`config.mk`:
```
export PLATFORM = sky130hd
export DESIGN_NAME = move_commit_unit
export DESIGN_NICKNAME = d
export VERILOG_FILES = /design/src/rtl/othello_pkg.sv /design/src/rtl/board_addr_map.sv /design/src/rtl/move_commit_unit.sv
export SDC_FILE = /design/constraint.sdc
export NUM_CORES = 1
export LEC_CHECK = 0
export CAP_MARGIN = 0
export CORE_MARGIN = 10
export CORE_UTILIZATION = 31
export CTS_CLUSTER_DIAMETER = 40
export DETAILED_ROUTE_END_ITERATION = 16
export DONT_BUFFER_PORTS = 1
export PLACE_DENSITY = 0.5
export SLEW_MARGIN = 5
export SYNTH_ARGS = -nofsm -noshare
export SYNTH_HDL_FRONTEND = slang
export SYNTH_SLANG_ARGS = --single-unit
```
`constraint.sdc`:
```
create_clock -name clock -period 5.56 [get_ports clock]
set_clock_uncertainty 0.1 [all_clocks]
set_input_delay 0.556 -clock clock [delete_from_list [all_inputs] [get_ports clock]]
set_output_delay 0.556 -clock clock [all_outputs]
set_load 0.02 [all_outputs]
```
`src/rtl/othello_pkg.sv`:
```
// Shared definitions for the board datapath: cell codes, FSM states and
// the (row,col) -> padded memory address formula.
package othello_pkg;

  localparam logic [1:0] CELL_EMPTY = 2'b00;
  localparam logic [1:0] CELL_BLACK = 2'b01;
  localparam logic [1:0] CELL_WHITE = 2'b10;
  localparam logic [1:0] CELL_WALL  = 2'b11;

  typedef enum logic [2:0] {
    ST_IDLE,
    ST_RD,
    ST_WAIT,
    ST_CHK,
    ST_WR,
    ST_DONE,
    ST_REJ
  } state_t;

  // The wall ring shifts every playable coordinate by one in both axes.
  function automatic int unsigned pad_addr(input int unsigned row,
                                           input int unsigned col,
                                           input int unsigned board_n);
    return (row + 1) * (board_n + 2) + col + 1;
  endfunction

endpackage

```
`src/rtl/board_addr_map.sv`:
```
// Combinational switch-coordinate to padded-address map with range check.
module board_addr_map
  import othello_pkg::*;
#(
  parameter int unsigned BOARD_N = 8,
  parameter int unsigned COORD_W = 3,
  parameter int unsigned ADDR_W  = 7
) (
  input  logic [2*COORD_W-1:0] coord,
  output logic [ADDR_W-1:0]    addr,
  output logic                 in_range
);

  logic [COORD_W-1:0] row;
  logic [COORD_W-1:0] col;

  always_comb begin
    row      = coord[2*COORD_W-1:COORD_W];
    col      = coord[COORD_W-1:0];
    in_range = (32'(row) < BOARD_N) && (32'(col) < BOARD_N);
    addr     = ADDR_W'(pad_addr(32'(row), 32'(col), BOARD_N));
  end

endmodule

```
`src/rtl/move_commit_unit.sv`:
```
// Board move/flip commit FSM between the control FSM and the single-port
// board RAM; also tracks piece count, consecutive passes and game end.
module move_commit_unit
  import othello_pkg::*;
#(
  parameter int unsigned BOARD_N = 8,
  parameter int unsigned COORD_W = 3,
  parameter int unsigned ADDR_W  = 7,
  parameter int unsigned RD_LAT  = 1,
  parameter int unsigned CNT_W   = 7
) (
  input  logic                 clock,
  input  logic                 reset,
  input  logic [2*COORD_W-1:0] e_addr_in,
  input  logic [ADDR_W-1:0]    i_addr_in,
  input  logic                 ld_e_addr,
  input  logic                 ld_i_addr,
  input  logic                 player,
  input  logic                 pass,
  input  logic [1:0]           mem_rdata,
  output logic [ADDR_W-1:0]    addr_to_mem,
  output logic [1:0]           data_to_mem,
  output logic                 wren,
  output logic                 rden,
  output logic                 busy,
  output logic                 ack,
  output logic                 nack,
  output logic [ADDR_W-1:0]    s_addr_out,
  output logic [CNT_W-1:0]     piece_cnt,
  output logic                 game_end
);

  localparam logic [CNT_W-1:0]  CNT_MAX   = CNT_W'(BOARD_N * BOARD_N);
  localparam int unsigned       WAIT_W    = (RD_LAT > 2) ? $clog2(RD_LAT - 1) : 1;
  localparam logic [WAIT_W-1:0] WAIT_LAST = WAIT_W'(RD_LAT - 2);

  state_t              state;
  state_t              state_nxt;
  logic [ADDR_W-1:0]   addr_q;
  logic [1:0]          colour_q;
  logic                ext_q;
  logic [WAIT_W-1:0]   wait_cnt;
  logic [1:0]          pass_cnt;

  logic [ADDR_W-1:0]   e_addr;
  logic                e_in_range;
  logic                accept_i;
  logic                accept_e;
  logic                accept_p;
  logic                commit_e;
  logic [CNT_W-1:0]    cnt_inc;
  logic                end_hit;

  board_addr_map #(
    .BOARD_N (BOARD_N),
    .COORD_W (COORD_W),
    .ADDR_W  (ADDR_W)
  ) u_map (
    .coord    (e_addr_in),
    .addr     (e_addr),
    .in_range (e_in_range)
  );

  // Flips outrank moves; once the game is over only moves get a response (nack).
  always_comb begin
    accept_i = (state == ST_IDLE) && ld_i_addr && !game_end;
    accept_e = (state == ST_IDLE) && !accept_i && ld_e_addr;
    accept_p = (state == ST_IDLE) && !ld_i_addr && !ld_e_addr && pass && !game_end;
    commit_e = (state == ST_WR) && ext_q;
    cnt_inc  = (piece_cnt == CNT_MAX) ? piece_cnt : piece_cnt + CNT_W'(1);
    end_hit  = (commit_e && (cnt_inc == CNT_MAX)) || (accept_p && (pass_cnt == 2'd1));
  end

  always_comb begin
    state_nxt = state;
    case (state)
      ST_IDLE: begin
        if (accept_i)      state_nxt = ST_WR;
        else if (accept_e) state_nxt = (game_end || !e_in_range) ? ST_REJ : ST_RD;
      end
      ST_RD:   state_nxt = (RD_LAT > 1) ? ST_WAIT : ST_CHK;
      ST_WAIT: if (wait_cnt == WAIT_LAST) state_nxt = ST_CHK;
      ST_CHK:  state_nxt = (mem_rdata == CELL_EMPTY) ? ST_WR : ST_REJ;
      ST_WR:   state_nxt = ST_DONE;
      ST_DONE: state_nxt = ST_IDLE;
      ST_REJ:  state_nxt = ST_IDLE;
      default: state_nxt = ST_IDLE;
    endcase
  end

  always_comb begin
    busy        = (state != ST_IDLE);
    rden        = (state == ST_RD);
    wren        = (state == ST_WR);
    ack         = (state == ST_DONE);
    nack        = (state == ST_REJ);
    addr_to_mem = (state inside {ST_RD, ST_WAIT, ST_CHK, ST_WR}) ? addr_q : '0;
    data_to_mem = wren ? colour_q : '0;
  end

  always_ff @(posedge clock) begin
    if (!reset) begin
      state      <= ST_IDLE;
      addr_q     <= '0;
      colour_q   <= '0;
      ext_q      <= 1'b0;
      wait_cnt   <= '0;
      pass_cnt   <= '0;
      piece_cnt  <= '0;
      s_addr_out <= '0;
      game_end   <= 1'b0;
    end else begin
      state    <= state_nxt;
      wait_cnt <= (state == ST_WAIT) ? wait_cnt + WAIT_W'(1) : '0;
      if (accept_i) begin
        addr_q   <= i_addr_in;
        colour_q <= player ? CELL_WHITE : CELL_BLACK;
        ext_q    <= 1'b0;
      end else if (accept_e) begin
        addr_q   <= e_addr;
        colour_q <= player ? CELL_WHITE : CELL_BLACK;
        ext_q    <= 1'b1;
      end
      if (commit_e) begin
        piece_cnt  <= cnt_inc;
        s_addr_out <= addr_q;
        pass_cnt   <= '0;
      end else if (accept_p) begin
        pass_cnt <= pass_cnt + 2'd1;
      end
      if (end_hit) game_end <= 1'b1;
    end
  end

endmodule

```
**Yosys cells after proc, flatten, opt, wreduce, memory -nomap -nowiden**

Cells that the tools add are included.

- Reductions and logical operators: 25
- Div/mod/pow operators: 0
- Equal/unequal tests: 11
- Add/subtract/negate cells: 6
- Shift-type cells: 0
- Order comparisons: 0
- Multipliers: 1
- Bitwise operators: 1
- Multiplexer cells: 14

Operator list:

| operator | number |
|---|---|
| $mul A32 B3 Y6 const B | 1 |
| $mux W7 | 4 |
| $pmux W3 S5 | 1 |
| $add A7 B1 Y7 const B | 2 |
| $eq A7 B7 Y1 const B | 2 |
| $mux W3 | 4 |
| $logic_and A1 B1 Y1 | 11 |
| $mux W2 | 5 |
| $eq A3 B3 Y1 const B | 3 |
| $add A7 B3 Y7 | 1 |
| $eq A3 B2 Y1 const B | 2 |
| $add A3 B1 Y4 const B | 1 |
| $logic_not A1 Y1 | 4 |
| $reduce_and A2 Y1 | 2 |
| $reduce_bool A4 Y1 | 1 |
| $reduce_or A2 Y1 | 2 |
| $eq A3 B1 Y1 const B | 1 |
| $logic_not A3 Y1 | 1 |
| $ne A3 B3 Y1 const B | 1 |
| $reduce_bool A3 Y1 | 1 |
| $add A2 B1 Y2 const B | 1 |
| $eq A2 B1 Y1 const B | 1 |
| $logic_not A2 Y1 | 1 |
| $ne A2 B2 Y1 const B | 1 |
| 4 further kinds | 4 |

- Output and inout bits: 29
- ROM bits: 0
- Memories: 0
- Register bits: 31
- RAM bits: 0
- Latch bits: 0

**Depth between registers and ports, before layout**

Gate-level depths: netlist of the first run.

- Depth in word-level cells: 9
- Gate-level depth with buffers: 8

**Hierarchy**

From an unflattened synthesis of the first run, not the netlist that was laid out.

- Cell total of the unflattened synthesis: 234
- Area total of the unflattened synthesis: 1901.8 um2

By module, submodules not included:

| module | area an instance (um2) | cells an instance | seq. area each (um2) | times used |
|---|---|---|---|---|
| move_commit_unit | 1655.3 | 206 | 620.6 | 1 |
| board_addr_map | 246.5 | 28 | 0.0 | 1 |

**Least setup slack after synthesis of the first run**

OpenSTA, ideal clock, no wires.

- Path type: input-to-reg
- From: in e_addr_in[3]
- To: reg addr_q[6]
- Buffers on the path: 0
- Data required time: 5.332 ns
- Arrival: 2.476 ns
- Setup slack: 2.857 ns
- Cell stages on the path: 8
- Cell sequence: ha_1 ha_1 ha_1 fa_1 o2111ai_1 xor2_1 a222oi_1 nor2_1

- Cells in the longest elaborated chain, start to end: 6

RTL lines:

| item | RTL line | text |
|---|---|---|
| start: declaration | move_commit_unit.sv:14 | `input logic [2*COORD_W-1:0] e_addr_in,` |
| $add A3 B1 Y4 | othello_pkg.sv:24 | `return (row + 1) * (board_n + 2) + col + 1;` |
| $mul A32 B3 Y6 | othello_pkg.sv:24 |  |
| $add A7 B3 Y7 | othello_pkg.sv:24 |  |
| $add A7 B1 Y7 | othello_pkg.sv:24 |  |
| $mux W7 | move_commit_unit.sv:119 | `end else if (accept_e) begin` |
| $mux W7 | move_commit_unit.sv:115 | `if (accept_i) begin` |
| end signal: assignment | move_commit_unit.sv:116 | `addr_q <= i_addr_in;` |
| end signal: assignment | move_commit_unit.sv:120 | `addr_q <= e_addr;` |
| end: declaration | move_commit_unit.sv:39 | `logic [ADDR_W-1:0] addr_q;` |

Every way passes these cells. The select of a mux whose other input is x is not followed.
A chain may end at the register's enable or synchronous reset.

**Final worst setup path of the first run**

Ends and elaborated chain as after synthesis.

==> results.md, run 1 <==
- Total power: about 0.70 mW
- Placer Congestion: just under 0.8
- PortBufs: 0
- Cell count along the critical path: 8
- Routed WL: 4600 um
- Initial Util: 0.321
- Crit end category: flop
- Antenna diode count: 0
- Site Rows: 27
- Initial antenna violation count: 0
- R2R setup slack: between 3 and 4 ns
- Status: finished, final reports clean
- Hold WC Path Type: in -> reg
- Initial DRC count: 22
- Yosys warning count: 0
- Finished layout cell area: 1910 um2
- Static leakage power: 0.700 nW
- CTS hold repair buffers: 0
- Mapped Avg Cell Area: 8.05 um2
- CTS sink count: 31
- PostCTS Resize Cnt: 0
- Worst-path clk slew: 0.06 ns
- Share of layout cells above drive strength 1: 0.0545
- GRT Util Overall: 0.107
- Internal: 0.420 mW
- Slew headroom: 0.500
- Critical Path AT: 2.57 ns
- Max cap viols: 0
- Yosys top cell area share: 0.349
- Setup crit start: e_addr_in[3]
- Setup TNS: 0 ns
- Final worst slack: between 3 and 4 ns
- Net switching power: 0.280 mW
- Root Driver: clkbuf_8
- Hold slack final: around 0.26 ns
- Final max-slew violation count: 0
- Area leader, netlist: dfxtp_1
- Sequential power share: 0.422
- Cell variety after synth: 42
- Via-to-Cell Ratio: between 5 and 6
- Via count: between 1000 and 1500
- Mapped cell area: 1780 um2
- Top delay family on crit path: adder cells
- Startpoint types: input pin
- CP most frequent cell: ha_1
- TritonCTS Buffers: 5
- Max incr delay on CP: 0.52 ns
- Net Sw Frac: 0.400
- Vias in the first global route: 1471
- Fmax: 395 MHz
- Largest net degree at the start of global routing: 22
- Post-CTS setup buffers: 0
- H-tree depth: 2
- Final Hold Fails: 0
- Utilization after layout: 0.345
- Yosys reg bits: 31
- DR pass1 iterations: 4
- Worst path bufs/invs: 0
- Cell Pwr Density: 366 nW/um2
- Worst r2r dst: game_end
- Inst Count DP: 286
- Clock share of power: 0.233
- Place WS: 2.72 ns
- CP Cell Sequence: ha_1 -> ha_1 -> ha_1 -> fa_1 -> o2111ai_1 -> xor2_1 -> a222oi_1 -> nor2_1
- Mapped Nets: 252
- Layout Cells excl Fill: 292
- Area after DPL: 1840 um2
- DRC viols: 0
- Top post-synthesis cells by area: dfxtp_1 (35%), nand2_1 (6.8%), ha_1 (5.6%)
- First-pass GRT wire length: 7620 um
- WP data required: 5.60 ns
- Final Cycle Share: 0.455
- Area grow syn2layout: 7.46%
- Syn Inst Count: 221
- CTS tree: yes
- Worst vdd ir: between 0.1 and 0.15 mV
- RSZ-0062 raised after global routing: no
- Placed wire-length estimate: around 3500 um
- Max Root-Sink Buffers: 2
- Die area: ~9200 um2
- I/O pin count: 50
- Worst-Margin Slew: 0.749 ns
- Clk_lat worst skew: 0.28 ns
- CP max FO: 6
- Combinational share of power: 0.345
- Critical path class: in -> reg
- Gr ovfl total: 0
- Reg2Reg Launch Point: state[2]
- Die width: 95.7 um
- Post-synthesis sequential area ratio: 0.349
- Fin nets: 252
- FF-to-FF path depth: 4
- Final ANT Viol Nets: 0
- Worst path slowest cell: fa_1
- Number of fill cells: 604
- WL/cell: 15.8 um
- Worst setup path endpoint: addr_q[6]
- Placeable Area: 5540 um2
- Min cycle time layout: between 2 and 3 ns
- Chip height: 95.7 um
- Final setup vio count: 0
## final cells by class
type | count | area (um2) | area share
inverter | 10 | 37.5 | 0.0196
tap | 72 | 90.1 | 0.0472
sequential | 31 | 621 | 0.325
clock buffer | 6 | 72.6 | 0.0380
multi-input combinational | 173 | 1090 | 0.570
## synthesized netlist by cell type
| cell type | count |
|---|---|
| and2_1 | 10 |
| ha_1 | 8 |
| nor2_1 | 22 |
| buf_2 | 3 |
| nor3_1 | 6 |
| nor2_2 | 2 |
| nand3_1 | 8 |
| a21oi_1 | 17 |
| or3_1 | 2 |
| o211ai_1 | 4 |
| nor4b_1 | 1 |
| nor2b_1 | 5 |
| a41oi_1 | 2 |
| o22ai_1 | 1 |
| a32oi_1 | 1 |
| a21boi_0 | 1 |
| a21boi_1 | 1 |
| a211oi_1 | 3 |
| o21ai_0 | 9 |
| inv_1 | 10 |
| a222oi_1 | 1 |
| xnor3_2 | 1 |
| a211o_1 | 1 |
| fa_1 | 2 |
| o311ai_1 | 1 |
| o21ai_1 | 1 |
| xnor2_1 | 11 |
| nor3_4 | 1 |
| clkbuf_1 | 4 |
| nor4_2 | 1 |
| nand2b_1 | 1 |
| and3_1 | 5 |
| a21o_1 | 1 |
| o2111ai_1 | 2 |
| dfxtp_1 | 31 |
| nand3_2 | 1 |
| a22oi_1 | 1 |
| nor4_1 | 1 |
| o211a_1 | 1 |
| nand2_1 | 32 |
| nand2_2 | 1 |
| xor2_1 | 4 |
## state kept, by name, indices dropped and copies added (netlist names)
| register | count |
|---|---|
| ext_q | 1 |
| addr_q | 7 |
| pass_cnt | 2 |
| piece_cnt | 7 |
| colour_q | 2 |
| s_addr_out | 7 |
| state | 3 |
| game_end | 1 |
| wait_cnt | 1 |
## layout by cell type, fill, tap and decap left out, types with 2 or more instances in the layout
cell type  netlist  routed
a211oi_1         3       3
a21oi_1         17      17
a41oi_1          2       2
and2_1          10      10
and3_1           5       5
clkbuf_8         0       5
dfxtp_1         31      31
fa_1             2       2
ha_1             8       8
inv_1           10      10
nand2_1         32      32
nand3_1          8       8
nor2_1          22      22
nor2_2           2       2
nor2b_1          5       5
nor3_1           6       6
o2111ai_1        2       2
o211ai_1         4       4
o21ai_0          9       9
or3_1            2       2
xnor2_1         11      11
xor2_1           4       4
## how the worst min path moves through the flow
stage	start	to	slack [ns]	depth (start not counted)
after floorplan	wait_cnt	wait_cnt	0.30	1
after global placement	wait_cnt	wait_cnt	0.31	1
after detailed placement	wait_cnt	wait_cnt	0.32	1
after CTS	player	colour_q[0]	0.25	1
after global routing	player	colour_q[0]	0.25	1
final	player	colour_q[0]	0.26	1
## cells by family (layout without fill, tap and decap cells)
kind of cell | Yosys count | count (layout) | share of synthesized area
AND/OR/NAND/NOR | 99 | 99 | 0.275
AO/OA/AOI/OAI | 48 | 48 | 0.172
flip-flops | 31 | 31 | 0.349
buffers and inverters | 17 | 16 | 0.0380
XOR/XNOR | 16 | 16 | 0.0873
adder cells (fa/ha/maj) | 10 | 10 | 0.0788
## power groups by stage
stage	clock (mW)	sequential [mW]	combinational [mW]
2_1_floorplan	0	0.287	0.209
3_3_place_gp	0	0.301	0.246
3_5_place_dp	0	0.301	0.246
4_1_cts	0.171	0.296	0.247
5_1_grt	0.181	0.303	0.274
6_report	0.163	0.296	0.241
## layer usage
metal | global-route usage | share of wire
met3 | 0.0584 | 0.12
met4 | 0.0405 | 0.016
met2 | 0.157 | 0.43
met5 | 0 | 0
met1 | 0.127 | 0.44
Note: power is estimated with default switching activity, not from simulation.
==> run 2, diff against run 1 <==
ABC_AREA = 1   (was default)
clock period = 2.6 ns   (was 5.56 ns; I/O delays follow)
==> results.md, run 2 <==
- Placer Congestion: about 0.75
- Hold slack final: 0.00926 ns
- Status: finished, final reports clean
- Site Rows: 27
- Placeable Area: 5610 um2
- Area leader, netlist: dfxtp_1
- Final Hold Fails: 0
- RSZ-0062 raised after global routing: no
- Hold WC Path Type: in -> reg
- Yosys top cell area share: 0.338
- Area grow syn2layout: 8.94%
- Max Root-Sink Buffers: 2
- Via-to-Cell Ratio: 4.76
- WP data required: approximately 2.2 ns
- First-pass GRT wire length: between 7000 and 8000 um
- Mapped Avg Cell Area: 7.03 um2
- Critical hold path startpoint: reset
- Primary FF master, synth: dfxtp_1
- WL/cell: between 10 and 15 um
- DR pass1 iterations: 4
- Post-synthesis sequential area ratio: 0.338
- GRT Util Overall: 0.102
- Asr flop ratio synth: 0
- Fin nets: 297
- CTS hold repair buffers: 2
- Cell Pwr Density: approximately 910 nW/um2
- R2R setup slack: 0.79 ns
- Worst Hold End: ext_q
- PostCTS Resize Cnt: 0
- Gr ovfl total: 0
- Yosys warning count: 0
- Mapped Nets: 292
- Worst-path clk slew: around 0.060 ns
- Die width: 96.9 um
- Share of layout cells above drive strength 1: 0.101
- Worst r2r dst: game_end
- CP max FO: 7
- Antenna diode count: 0
- CTS sink count: 31
- Worst vdd ir: 0.287 mV
- Die area: about 9400 um2
- Routed WL: 4820 um
- Max cap viols: 0
- Final ANT Viol Nets: 0
- Root Driver: clkbuf_8
- Number of synthesized flops with an enable pin: 0
- Initial DRC count: 80
- Critical path class: reg -> out
- Most frequent cell after synthesis: nand2_1
- I/O pin count: 50
- H-tree depth: 2
- PortBufs: 0
- Min cycle time layout: around 2.2 ns
- Critical Path AT: between 1.5 and 2 ns
- Final Cycle Share: 0.845
- Top post-synthesis cells by area: dfxtp_1 (34%), nand2_1 (8.4%), inv_1 (7.8%)
- Layout Cells excl Fill: 339
- Placed wire-length estimate: 3800 um
- Initial antenna violation count: 0
- Cell variety after synth: 34
- Commonest non-fill, non-tap cell in the layout: nand2_1
- Largest net degree at the start of global routing: 19
- Yosys reg bits: 31
- Startpoint types: flop
- Commonest non-fill, non-tap cells in the layout: nand2_1 (41), inv_1 (38), nor2_1 (33)
- Via count: 1615
- Top flop regs: addr_q x7, piece_cnt x7, s_addr_out x7
- Worst-Margin Slew: 0.647 ns
- Final max-slew violation count: 0
- FF-to-FF path depth: 10
- Chip height: 96.9 um
- Utilization after layout: 0.356
- Fmax: 455 MHz
- Commonest cells post-synth: nand2_1 (41), inv_1 (38), nor2_1 (33)
- Static leakage power: 0.846 nW
- CTS tree: yes
- Post-CTS setup buffers: 0
- TritonCTS Buffers: 5
- Reg2Reg Launch Point: piece_cnt[0]
- Slew headroom: 0.566
- Hold path cells: 2
- Crit end category: primary output
- Setup TNS: 0 ns
- Syn Inst Count: 261
- Inst Count DP: between 300 and 400
- DRC viols: 0
- Clk_lat worst skew: 0.28 ns
- Initial Util: 0.327
- Total power: approximately 1.8 mW
- Final setup vio count: 0
- Mapped cell area: 1830 um2
- Vias in the first global route: about 1500
==> run 2: cell types whose count changed after synthesis, sizes merged, moves of 9 or more <==
cell / previous run / this run
xnor2: 11 / 2
o21ai: 10 / 25
nand2: 33 / 46
inv: 10 / 44
and2: 10 / 0
nand3: 9 / 29
nor2: 24 / 35
==> run 2: final cells by class <==
cell class                 instances  area (um2)
fill                             652        3610
multi-input combinational        181        1010
sequential                        31         621
inverter                          45         171
tap                               72        90.1
clock buffer                       7        76.3
timing repair buffer               2        20.0
clock inverter                     1        5.00
==> run 2: worst max-delay path, cell delays in order (launching register included) <==
cell and delay (ns):
dfxtp_1 0.37, nor2_4 0.18, inv_2 0.06, nor2_4 0.22, inv_1 0.11, nand2_1 0.09, nor2_1 0.12, nor2_1 0.40
==> run 2: worst max path at each step <==
stage,from,endpoint,cells after the start
CTS,state[0],addr_to_mem[5],7
detailed placement,e_addr_in[3],addr_q[6],11
global placement,e_addr_in[3],addr_q[6],11
global route,state[0],addr_to_mem[5],7
floorplan,e_addr_in[3],addr_q[6],11
finish,state[0],addr_to_mem[5],7
==> run 2: metal layers <==
metal	up-vias	share of wire	GRT usage
li1	854	-	-
met1	717	0.43	0.115
met2	36	0.48	0.166
met3	8	0.066	0.0369
met4	0	0.022	0.0474
met5	-	0	0
==> run 2: metrics by stage <==
| stage | cell area, um2 | setup WS [ns] |
|---|---|---|
| 2_1_floorplan | 1830 | 0.435 |
| 4_1_cts | 2000 | 0.378 |
| 6_report | 2000 | 0.403 |
| 3_5_place_dp | 1900 | 0.318 |
| 5_1_grt | 2000 | 0.238 |
| 3_3_place_gp | 1900 | 0.362 |
==> run 2: cells by family (layout without fill, tap and decap cells) <==
group	count (synthesis)	in the layout	synth area share
and+or+nand+nor	122	122	0.320
buffers and inverters	49	55	0.108
AOI/OAI and AO/OA	43	43	0.128
DFF	31	31	0.338
adders and majority gates	10	10	0.0764
xor gates and xnor gates	6	6	0.0286
==> run 2: where the power goes <==
group	switching, mW	total (mW)	internal, mW
clock	0.174	0.361	0.187
combinational	0.589	0.823	0.234
sequential	0.0642	0.628	0.563
